$ cat src/rtl/rx_pkg.sv
// Shared constants and the event record layout for the RX event buffer.
package rx_pkg;
    localparam int RX_EVT_DEPTH   = 8;
    localparam int RX_EVT_HOLDOFF = 128;
    localparam int RX_PEAK_W      = 16;
    localparam int RX_SEQ_W       = 4;
    localparam int RX_TIME_W      = 16;
    localparam int RX_EVT_W       = RX_PEAK_W + RX_SEQ_W + RX_TIME_W;

    // One stored event, packed as {peak, seq, time} = 36 bits.
    typedef struct packed {
        logic signed [RX_PEAK_W-1:0] peak;
        logic [RX_SEQ_W-1:0]         seq;
        logic [RX_TIME_W-1:0]        ts;
    } rx_event_t;
endpackage

$ cat src/rtl/rx_event_fifo_mem.sv
// Event storage: DEPTH x 36 register array, one write port, asynchronous read.
module rx_event_fifo_mem
    import rx_pkg::*;
#(
    parameter int DEPTH = RX_EVT_DEPTH,
    parameter int AW    = $clog2(DEPTH)
) (
    input  logic            crx_clk,
    input  logic            we,
    input  logic [AW-1:0]   waddr,
    input  rx_event_t       wdata,
    input  logic [AW-1:0]   raddr,
    output rx_event_t       rdata
);
    rx_event_t mem [DEPTH];

    // NOTE: storage has no reset; stale contents are masked by the valid logic upstream.
    always_ff @(posedge crx_clk) begin
        if (we)
            mem[waddr] <= wdata;
    end

    assign rdata = mem[raddr];
endmodule

$ cat src/rtl/rx_event_buffer.sv
// Captures edge-detected peak events into a small FWFT buffer with trigger
// holdoff, overflow flagging and a saturating drop counter.
module rx_event_buffer
    import rx_pkg::*;
#(
    parameter int DEPTH   = RX_EVT_DEPTH,
    parameter int HOLDOFF = RX_EVT_HOLDOFF
) (
    input  logic                        crx_clk,
    input  logic                        rrx_rst_n,
    input  logic                        erx_en,
    input  logic signed [RX_PEAK_W-1:0] isample_peak,
    input  logic [RX_SEQ_W-1:0]         ireceived_seq,
    input  logic [RX_TIME_W-1:0]        itime,
    input  logic                        itrigger,
    input  logic                        iready,
    input  logic                        iclear,
    output logic                        ovalid,
    output logic signed [RX_PEAK_W-1:0] osample_peak,
    output logic [RX_SEQ_W-1:0]         oreceived_seq,
    output logic [RX_TIME_W-1:0]        otime,
    output logic [$clog2(DEPTH):0]      ocount,
    output logic                        ooverflow,
    output logic [7:0]                  odrop_count
);
    localparam int AW = $clog2(DEPTH);
    localparam int CW = AW + 1;
    localparam logic [CW-1:0] FULL_CNT  = CW'(DEPTH);
    localparam logic [15:0]   HOLD_LOAD = 16'(HOLDOFF - 1);

    logic [AW-1:0] wr_ptr;
    logic [AW-1:0] rd_ptr;
    logic [15:0]   holdoff_cnt;
    logic          trig_prev;
    logic          detect;
    logic          full;
    logic          push;
    logic          pop;
    logic          drop;
    rx_event_t     wr_evt;
    rx_event_t     head;

    assign full   = (ocount == FULL_CNT);
    assign detect = itrigger && !trig_prev && erx_en && (holdoff_cnt == 16'd0);
    assign pop    = ovalid && iready && erx_en;
    // A pop in the same cycle frees the slot, so a full buffer can still accept.
    assign push   = detect && (!full || pop);
    assign drop   = detect && full && !pop;

    assign wr_evt = '{peak: isample_peak, seq: ireceived_seq, ts: itime};

    rx_event_fifo_mem #(.DEPTH(DEPTH), .AW(AW)) u_mem (
        .crx_clk (crx_clk),
        .we      (push),
        .waddr   (wr_ptr),
        .wdata   (wr_evt),
        .raddr   (rd_ptr),
        .rdata   (head)
    );

    // Edge detector runs every cycle so a trigger held across an enable change is not re-seen.
    always_ff @(posedge crx_clk or negedge rrx_rst_n) begin
        if (!rrx_rst_n)
            trig_prev <= 1'b0;
        else
            trig_prev <= itrigger;
    end

    // NOTE: sequential state uses non-blocking assignments so all registers update together.
    always_ff @(posedge crx_clk or negedge rrx_rst_n) begin
        if (!rrx_rst_n) begin
            holdoff_cnt <= '0;
        end else if (erx_en) begin
            if (detect)
                holdoff_cnt <= HOLD_LOAD;
            else if (holdoff_cnt != 16'd0)
                holdoff_cnt <= holdoff_cnt - 16'd1;
        end
    end

    always_ff @(posedge crx_clk or negedge rrx_rst_n) begin
        if (!rrx_rst_n) begin
            wr_ptr <= '0;
            rd_ptr <= '0;
            ocount <= '0;
        end else begin
            if (push)
                wr_ptr <= wr_ptr + AW'(1);
            if (pop)
                rd_ptr <= rd_ptr + AW'(1);
            case ({push, pop})
                2'b10:   ocount <= ocount + CW'(1);
                2'b01:   ocount <= ocount - CW'(1);
                default: ocount <= ocount;
            endcase
        end
    end

    // A drop coinciding with a clear restarts the statistics at one.
    always_ff @(posedge crx_clk or negedge rrx_rst_n) begin
        if (!rrx_rst_n) begin
            ooverflow   <= 1'b0;
            odrop_count <= '0;
        end else if (drop) begin
            ooverflow <= 1'b1;
            if (iclear)
                odrop_count <= 8'd1;
            else if (odrop_count != 8'hFF)
                odrop_count <= odrop_count + 8'd1;
        end else if (iclear) begin
            ooverflow   <= 1'b0;
            odrop_count <= '0;
        end
    end

    assign ovalid        = (ocount != '0);
    assign osample_peak  = ovalid ? head.peak : '0;
    assign oreceived_seq = ovalid ? head.seq  : '0;
    assign otime         = ovalid ? head.ts   : '0;
endmodule

$ cat config.mk
export PLATFORM = sky130hd
export DESIGN_NAME = rx_event_buffer
export DESIGN_NICKNAME = d
export VERILOG_FILES = /design/src/rtl/rx_pkg.sv /design/src/rtl/rx_event_fifo_mem.sv /design/src/rtl/rx_event_buffer.sv
export SDC_FILE = /design/constraint.sdc
export NUM_CORES = 1
export LEC_CHECK = 0
export BUFFER_PORTS_ARGS = -buffer_cell sky130_fd_sc_hd__buf_2
export CAP_MARGIN = 0
export CELL_PAD_IN_SITES_DETAIL_PLACEMENT = 0
export CELL_PAD_IN_SITES_GLOBAL_PLACEMENT = 1
export CORE_MARGIN = 1.5
export CORE_UTILIZATION = 40
export CTS_BUF_LIST = sky130_fd_sc_hd__clkbuf_2 sky130_fd_sc_hd__clkbuf_4 sky130_fd_sc_hd__clkbuf_8
export DETAILED_ROUTE_END_ITERATION = 16
export HOLD_SLACK_MARGIN = 0.1
export PLACE_DENSITY_LB_ADDON = 0.08
export REMOVE_ABC_BUFFERS = 1
export SLEW_MARGIN = 10
export SYNTH_ARGS = -nofsm -noshare
export SYNTH_HDL_FRONTEND = slang
export SYNTH_SLANG_ARGS = --single-unit
$ cat constraint.sdc
create_clock -name crx_clk -period 6.36 [get_ports crx_clk]
set_input_delay 1.59 -clock crx_clk [delete_from_list [all_inputs] [get_ports crx_clk]]
set_output_delay 1.59 -clock crx_clk [all_outputs]
set_load 0.1 [all_outputs]
== Yosys cells after proc, flatten, opt, wreduce, memory -nomap -nowiden ==
Memory sizes are Yosys's and may differ from the RTL's.
Cells that the tools add are included.

* Equal/unequal tests: 4
* Reductions and logical operators: 21
* Add/sub/neg operators: 6
* Multiplexer cells: 14

{| class="wikitable"
|+ Operators with widths
! cell !! count
|-
| 16-bit 2-to-1 mux || 4
|-
| 8-bit 2-to-1 mux || 4
|-
| 16-bit zero test || 1
|-
| 16-bit nonzero test || 1
|-
| 16-bit by 1-bit subtractor with 16-bit output, second input constant || 1
|-
| 8-bit by 1-bit adder with 8-bit output, second input constant || 1
|-
| 1-bit logical AND || 8
|-
| 8-bit != test, second input constant || 1
|-
| 4-bit case mux with 2 select lines || 1
|-
| 2-bit nonzero test || 4
|-
| 3-bit by 1-bit adder with 3-bit output, second input constant || 2
|-
| 4-bit by 1-bit adder with 4-bit output, second input constant || 1
|-
| 4-bit == test, second input constant || 1
|-
| 1-bit 2-to-1 mux || 4
|-
| 4-bit 2-to-1 mux || 1
|-
| 2-bit AND reduction || 2
|-
| 4-bit nonzero test || 1
|-
| 4-bit by 1-bit subtractor with 4-bit output, second input constant || 1
|-
| 1-bit zero test || 3
|-
| 2-bit by 1-bit == test with 1-bit output, second input constant || 1
|-
| 2-bit == test, second input constant || 1
|-
| 1-bit logical OR || 1
|}

* Flip-flop bits (word level): 36
* Logic and storage cells: 53
* Output and inout port bits: 50
* Memories: 1
* RAM bits: 288

{| class="wikitable"
|+ Memory list
! name !! words !! width !! read ports !! clocked after memory_dff !! wr ports !! line !! source
|-
| u_mem.mem || 8 || 36 || 1 || 0 || 1 || rx_event_fifo_mem.sv:15 || <nowiki>rx_event_t mem [DEPTH];</nowiki>
|}

== Logic depth before layout (Yosys ltp) ==
* Depth after elaboration: 8
* Mapped depth: 10
* Depth with buffers taken out: 10

== Modules after synthesis ==
Synthesis repeated with hierarchy kept, for this count alone.

* Cell total of the unflattened synthesis: 666
* Area, all modules: 13414.1 um^2

{| class="wikitable"
|+ Modules (own cells, without submodules)
! module !! seq. area each (um^2) !! cells each !! times used !! area each (um^2)
|-
| rx_event_fifo_mem || 8648.3 || 429 || 1 || 11141.9
|-
| rx_event_buffer || 900.9 || 237 || 1 || 2272.2
|}

== Worst setup path before layout ==
OpenSTA, ideal clock, no wires.

* Path kind: input to register
* Start point: input port erx_en
* End point: memory u_mem.mem[2][0] (netlist bit) (enable)
* Arrival time: 5279 ps
* Setup slack: 607 ps
* Buffers on the path: 1
* Stages on the path: 5
* Library setup time: 474 ps
* Required time: 5886 ps
* Path through: buf_2 > nor3b_1 > nand3_1 > or4_4 > nor3_1

* Word-level cells in the longest chain between the ends: 5

{| class="wikitable"
|+ Ends and longest elaborated chain
! item !! line !! source
|-
| start: declaration || rx_event_buffer.sv:11 || <nowiki>input logic erx_en,</nowiki>
|-
| 1-bit logical AND (on tied branches) || rx_event_buffer.sv:44, rx_event_buffer.sv:45 ||
|-
| 1-bit logical AND or 1-bit logical OR (tied branches) || rx_event_buffer.sv:44, rx_event_buffer.sv:47 ||
|-
| 1-bit logical AND * || rx_event_buffer.sv:47 || <nowiki>assign push = detect && (!full || pop);</nowiki>
|-
| 1-bit 2-to-1 mux * || rx_event_fifo_mem.sv:19 || <nowiki>if (we)</nowiki>
|-
| 1-bit 2-to-1 mux (not written as such) * || rx_event_fifo_mem.sv:20 || <nowiki>mem[waddr] <= wdata;</nowiki>
|-
| end: declaration || rx_event_fifo_mem.sv:15 ||
|}

Mark *: on every way between the ends. The rest lies on a longest branch, timed or not.

== Worst setup path in the final report ==
* Start point: register rd_ptr[0]
* End point: output port osample_peak[5]

* Word-level cells in the longest chain between the ends: 2

{| class="wikitable"
|+ Ends and longest elaborated chain
! item !! line !! source
|-
| start: declaration || rx_event_buffer.sv:32 || <nowiki>logic [AW-1:0] rd_ptr;</nowiki>
|-
| start signal: assignment || rx_event_buffer.sv:90 || <nowiki>rd_ptr <= rd_ptr + AW'(1);</nowiki>
|-
| memory read 8 x 36 bit || -- ||
|-
| 16-bit 2-to-1 mux || rx_event_buffer.sv:117 || <nowiki>assign osample_peak = ovalid ? head.peak : '0;</nowiki>
|-
| end: declaration || rx_event_buffer.sv:19 || <nowiki>output logic signed [RX_PEAK_W-1:0] osample_peak,</nowiki>
|}

No other way between the ends.

==> reports/qor.csv <==
stage,metric,value,unit
status,outcome,finished clean,
setup_path,r2r_end,u_mem.mem[5][34],
synth,netlist_area,12800,um2
floorplanning,ios,92,
synth,yosysSeqAreaShare,74.3,%
setup_path,cp-start-kind,flip-flop,
floorplanning,num_rows,65,
timing,worst_slack,1.63,ns
power_and_ir_drop,clkPwrFrac,24.1,%
synth,synth_edf_count,288,
power_and_ir_drop,combPwrFrac,38.9,%
power_and_ir_drop,switching_share,43.7,%
floorplanning,die_w,182,um
setup_path,crit_path_start,rd_ptr[0],
power_and_ir_drop,powerDensity,490,nW/um2
clocking,cts_inserted_buffers,55,
clocking,htree_levels,2,
finish,fin_nets,841,
clocking,cts_setup_buffers,0,
place,dp_hpwl,14800,um
setup_path,path_class,flip-flop to primary output,
floorplanning,die_h,182,um
detailed_routing,highest_layer,met5,
timing,relSlewSlack,18.4,%
synth,synth_cells,659,
timing,holdWs,0.475,ns
setup_path,crit_chain,buf_12 > mux4_2 > mux2i_1 > nor2_1 > buf_2,
floorplanning,start_util,40.7,%
timing,rsz0062_at_grt,false,
setup_path,crit_required,4.77,ns
timing,worst_pin_slew,1.22,ns
place,dp_cells,1138,
global_route,grtUsageTotal,16.7,%
finish,final_area,14900,um2
synth,synth_cell_type_count,49,
synth,synthArstFlopShare,11.1,%
global_route,grt_overflow,0,
finish,syn2layout_area_growth,16.3,%
timing,min_period,4.73,ns
detailed_routing,vias,6563,
detailed_routing,routed-wl-met2,13200,um
clocking,hold_buffers,0,
clocking,cts_tree,yes,
detailed_routing,met1Wirelength,11300,um
setup_path,cp.arrival,3.14,ns
floorplanning,dieArea,33200,um2
synth,yosysWarnings,0,
global_route,grt_pass1_vias,7162,
setup_path,rrSetupSlack,2.89,ns
detailed_routing,viasPerCell,5.29,
detailed_routing,ant_nets,0,
place,gp_congestion,0.757,
timing,setup_violations,0,
finish,n_fill_cell,2701,
setup_path,critPathMaxFanout,39,
global_route,antenna_found_initial,2,
place,place_area,13900,um2
power_and_ir_drop,internal-power,4.12,mW
timing,hold_viol,0,
clocking,clk-insertion-delay-late,0.58,ns
global_route,grt_max_degree,75,
finish,final_util,47.3,%
global_route,grt_pass1_wl,41700,um
setup_path,crit_slowest_cell,dfrtp_4,
place,pre_cts_ws,1.96,ns
power_and_ir_drop,seqPwrFrac,37.0,%
detailed_routing,drt-initial-drc-count,400,
flow_run,maxCapViolCount,0,
detailed_routing,dr.pass1.iters,5,
clocking,cts-resized-gates,0,
min_path,hold_path_end,holdoff_cnt[15],
setup_path,worst_r2r_path_depth,6,
clocking,cts_sinks,324,
setup_path,end_kind,primary output,
power_and_ir_drop,power.leakage,5.17,nW
floorplanning,core_area,31600,um2
place,io_buffers,91,
synth,synth_ff_type,edfxtp_1,
detailed_routing,drc,0,
power_and_ir_drop,p_sw,3.20,mW
timing,totalNegativeSetupSlack,0,ns
timing,finalCritPeriodShare,74.4,%
synth,synth_seq_cells,324,
clocking,root_buffer,clkbuf_8,
min_path,hold-path-cell-count,1,
detailed_routing,wl_per_cell,21.4,um
timing,clock_skew,0.0228,ns
setup_path,r2r_start,holdoff_cnt[4],
timing,maxSlewViolCount,0,
clocking,clkTransAtPathRegs,0.06,ns
finish,drive_gt1_share,34.7,%
detailed_routing,wirelength,26600,um
timing,max_freq,0.211,GHz
setup_path,slowest_delay,1.00,ns
synth,avgSynthCellArea,19.5,um2
detailed_routing,dr_wl_met3,1450,um
finish,instances_no_fill,1241,
power_and_ir_drop,irDropWorstVdd,422,uV
power_and_ir_drop,finalPower,7.32,mW
min_path,hold_start,holdoff_cnt[15],
clocking,clk_path_buf_depth,3,
min_path,hp-class,flip-flop to flip-flop,
[synth_stat cells (2+ instances only)]
cell type  count  area (um2)
nor2_1        52         195
xnor2_1       10        87.6
nor4_1         5        31.3
or2_2          2        12.5
inv_1          7        26.3
or4_4          3        33.8
nand2_1       18        67.6
mux4_2        72        1620
or3_1          5        31.3
nand3_1        6        30.0
a211oi_1       3        22.5
or4_1          4        30.0
buf_1         13        48.8
o21ai_0        6        30.0
edfxtp_1     288        8650
ha_1           6        75.1
nor2b_1        2        12.5
o31ai_1        2        15.0
nor3_1        12        60.1
nand3b_1       2        15.0
mux2i_1       38         380
xor2_1         3        26.3
nand4_1        2        12.5
clkbuf_1      13        48.8
mux2_2         5        56.3
a21o_1         2        15.0
a31oi_1        5        31.3
a21oi_1       13        65.1
dfrtp_1       36         901
nand2b_1       2        12.5
nor4_2         3        37.5
and3_1         2        12.5
[layer usage]
metal | up-vias | global-route usage (%)
met5 | - | 0
met4 | 2 | 5.45
met3 | 56 | 3.37
met2 | 167 | 27.9
met1 | 3386 | 22.0
li1 | 2952 | -
[flip-flops by register name, summed over array words and instances, names as in the netlist]
name / count
holdoff_cnt: 16
ocount: 4
odrop_count: 8
ooverflow: 1
rd_ptr: 3
trig_prev: 1
u_mem.mem: 288
wr_ptr: 3
[worst max-delay path by stage]
stage | endpoint | slack [ns] | cells after the start
global placement | u_mem.mem[5][8] | 1.98 | 7
floorplan | ocount[2] | -0.52 | 9
detailed placement | u_mem.mem[5][34] | 1.96 | 7
global route | otime[12] | 1.32 | 5
CTS | otime[12] | 1.47 | 5
finish | osample_peak[5] | 1.63 | 5
[kinds of logic (layout without fill, tap and decap cells)]
logic type	after synthesis	after routing	share of synthesized area [%]
AOI/OAI and AO/OA	37	37	1.77
xor gates and xnor gates	13	13	0.886
adders and majority gates	6	6	0.584
buffers and inverters	35	214	1.09
DFF	324	324	74.3
muxes	115	115	16.0
other	0	1	0
and+or+nand+nor	129	129	5.31
[placed cells by master (no fill, tap or decap), types with 3 or more instances in the layout]
cell type	Yosys	routed
nor3_2	1	5
a21oi_1	13	13
nor2_4	0	3
xor2_1	3	3
nor4_1	5	4
nor3_1	12	8
a211oi_1	3	3
nor2_1	52	49
clkinv_2	0	18
clkbuf_4	0	8
or4_1	4	4
nor4_2	3	3
clkbuf_8	0	55
clkinv_1	0	17
ha_1	6	6
mux2_2	5	5
nand3_1	6	6
mux4_2	72	72
dfrtp_1	36	33
or3_1	5	5
inv_1	7	7
edfxtp_1	288	288
or4_4	3	3
a31oi_1	5	5
nand2_1	18	18
mux2i_1	38	38
o21ai_0	6	6
buf_2	1	91
xnor2_1	10	10
buf_4	0	12
[cell type report]
type / count / area (um2) / area share (%)
Sequential cell: 324 / 9560 / 64.0
Multi-Input combinational cell: 300 / 3210 / 21.5
Clock buffer: 63 / 817 / 5.47
Timing Repair Buffer: 105 / 586 / 3.92
Tap cell: 402 / 503 / 3.37
Clock inverter: 39 / 231 / 1.55
Inverter: 7 / 26.3 / 0.176
Antenna cell: 1 / 2.50 / 0.0168
[worst max-delay path: cells and delay by family (launching register included)]
kind	cells	cell delay, ns
flip-flops	1	1.00
buffers and inverters	2	0.72
multiplexers	2	0.71
AND/OR/NAND/NOR	1	0.10
[power groups by stage]
| stage | logic [mW] | registers, mW | clock network, mW |
|---|---|---|---|
| global placement | 2.86 | 2.76 | 0 |
| global route | 2.99 | 2.75 | 1.92 |
| CTS | 2.88 | 2.72 | 1.83 |
| floorplan | 2.35 | 2.79 | 0 |
| detailed placement | 2.88 | 2.77 | 0 |
| finish | 2.85 | 2.71 | 1.76 |
Note: power is estimated with default switching activity, not from simulation.
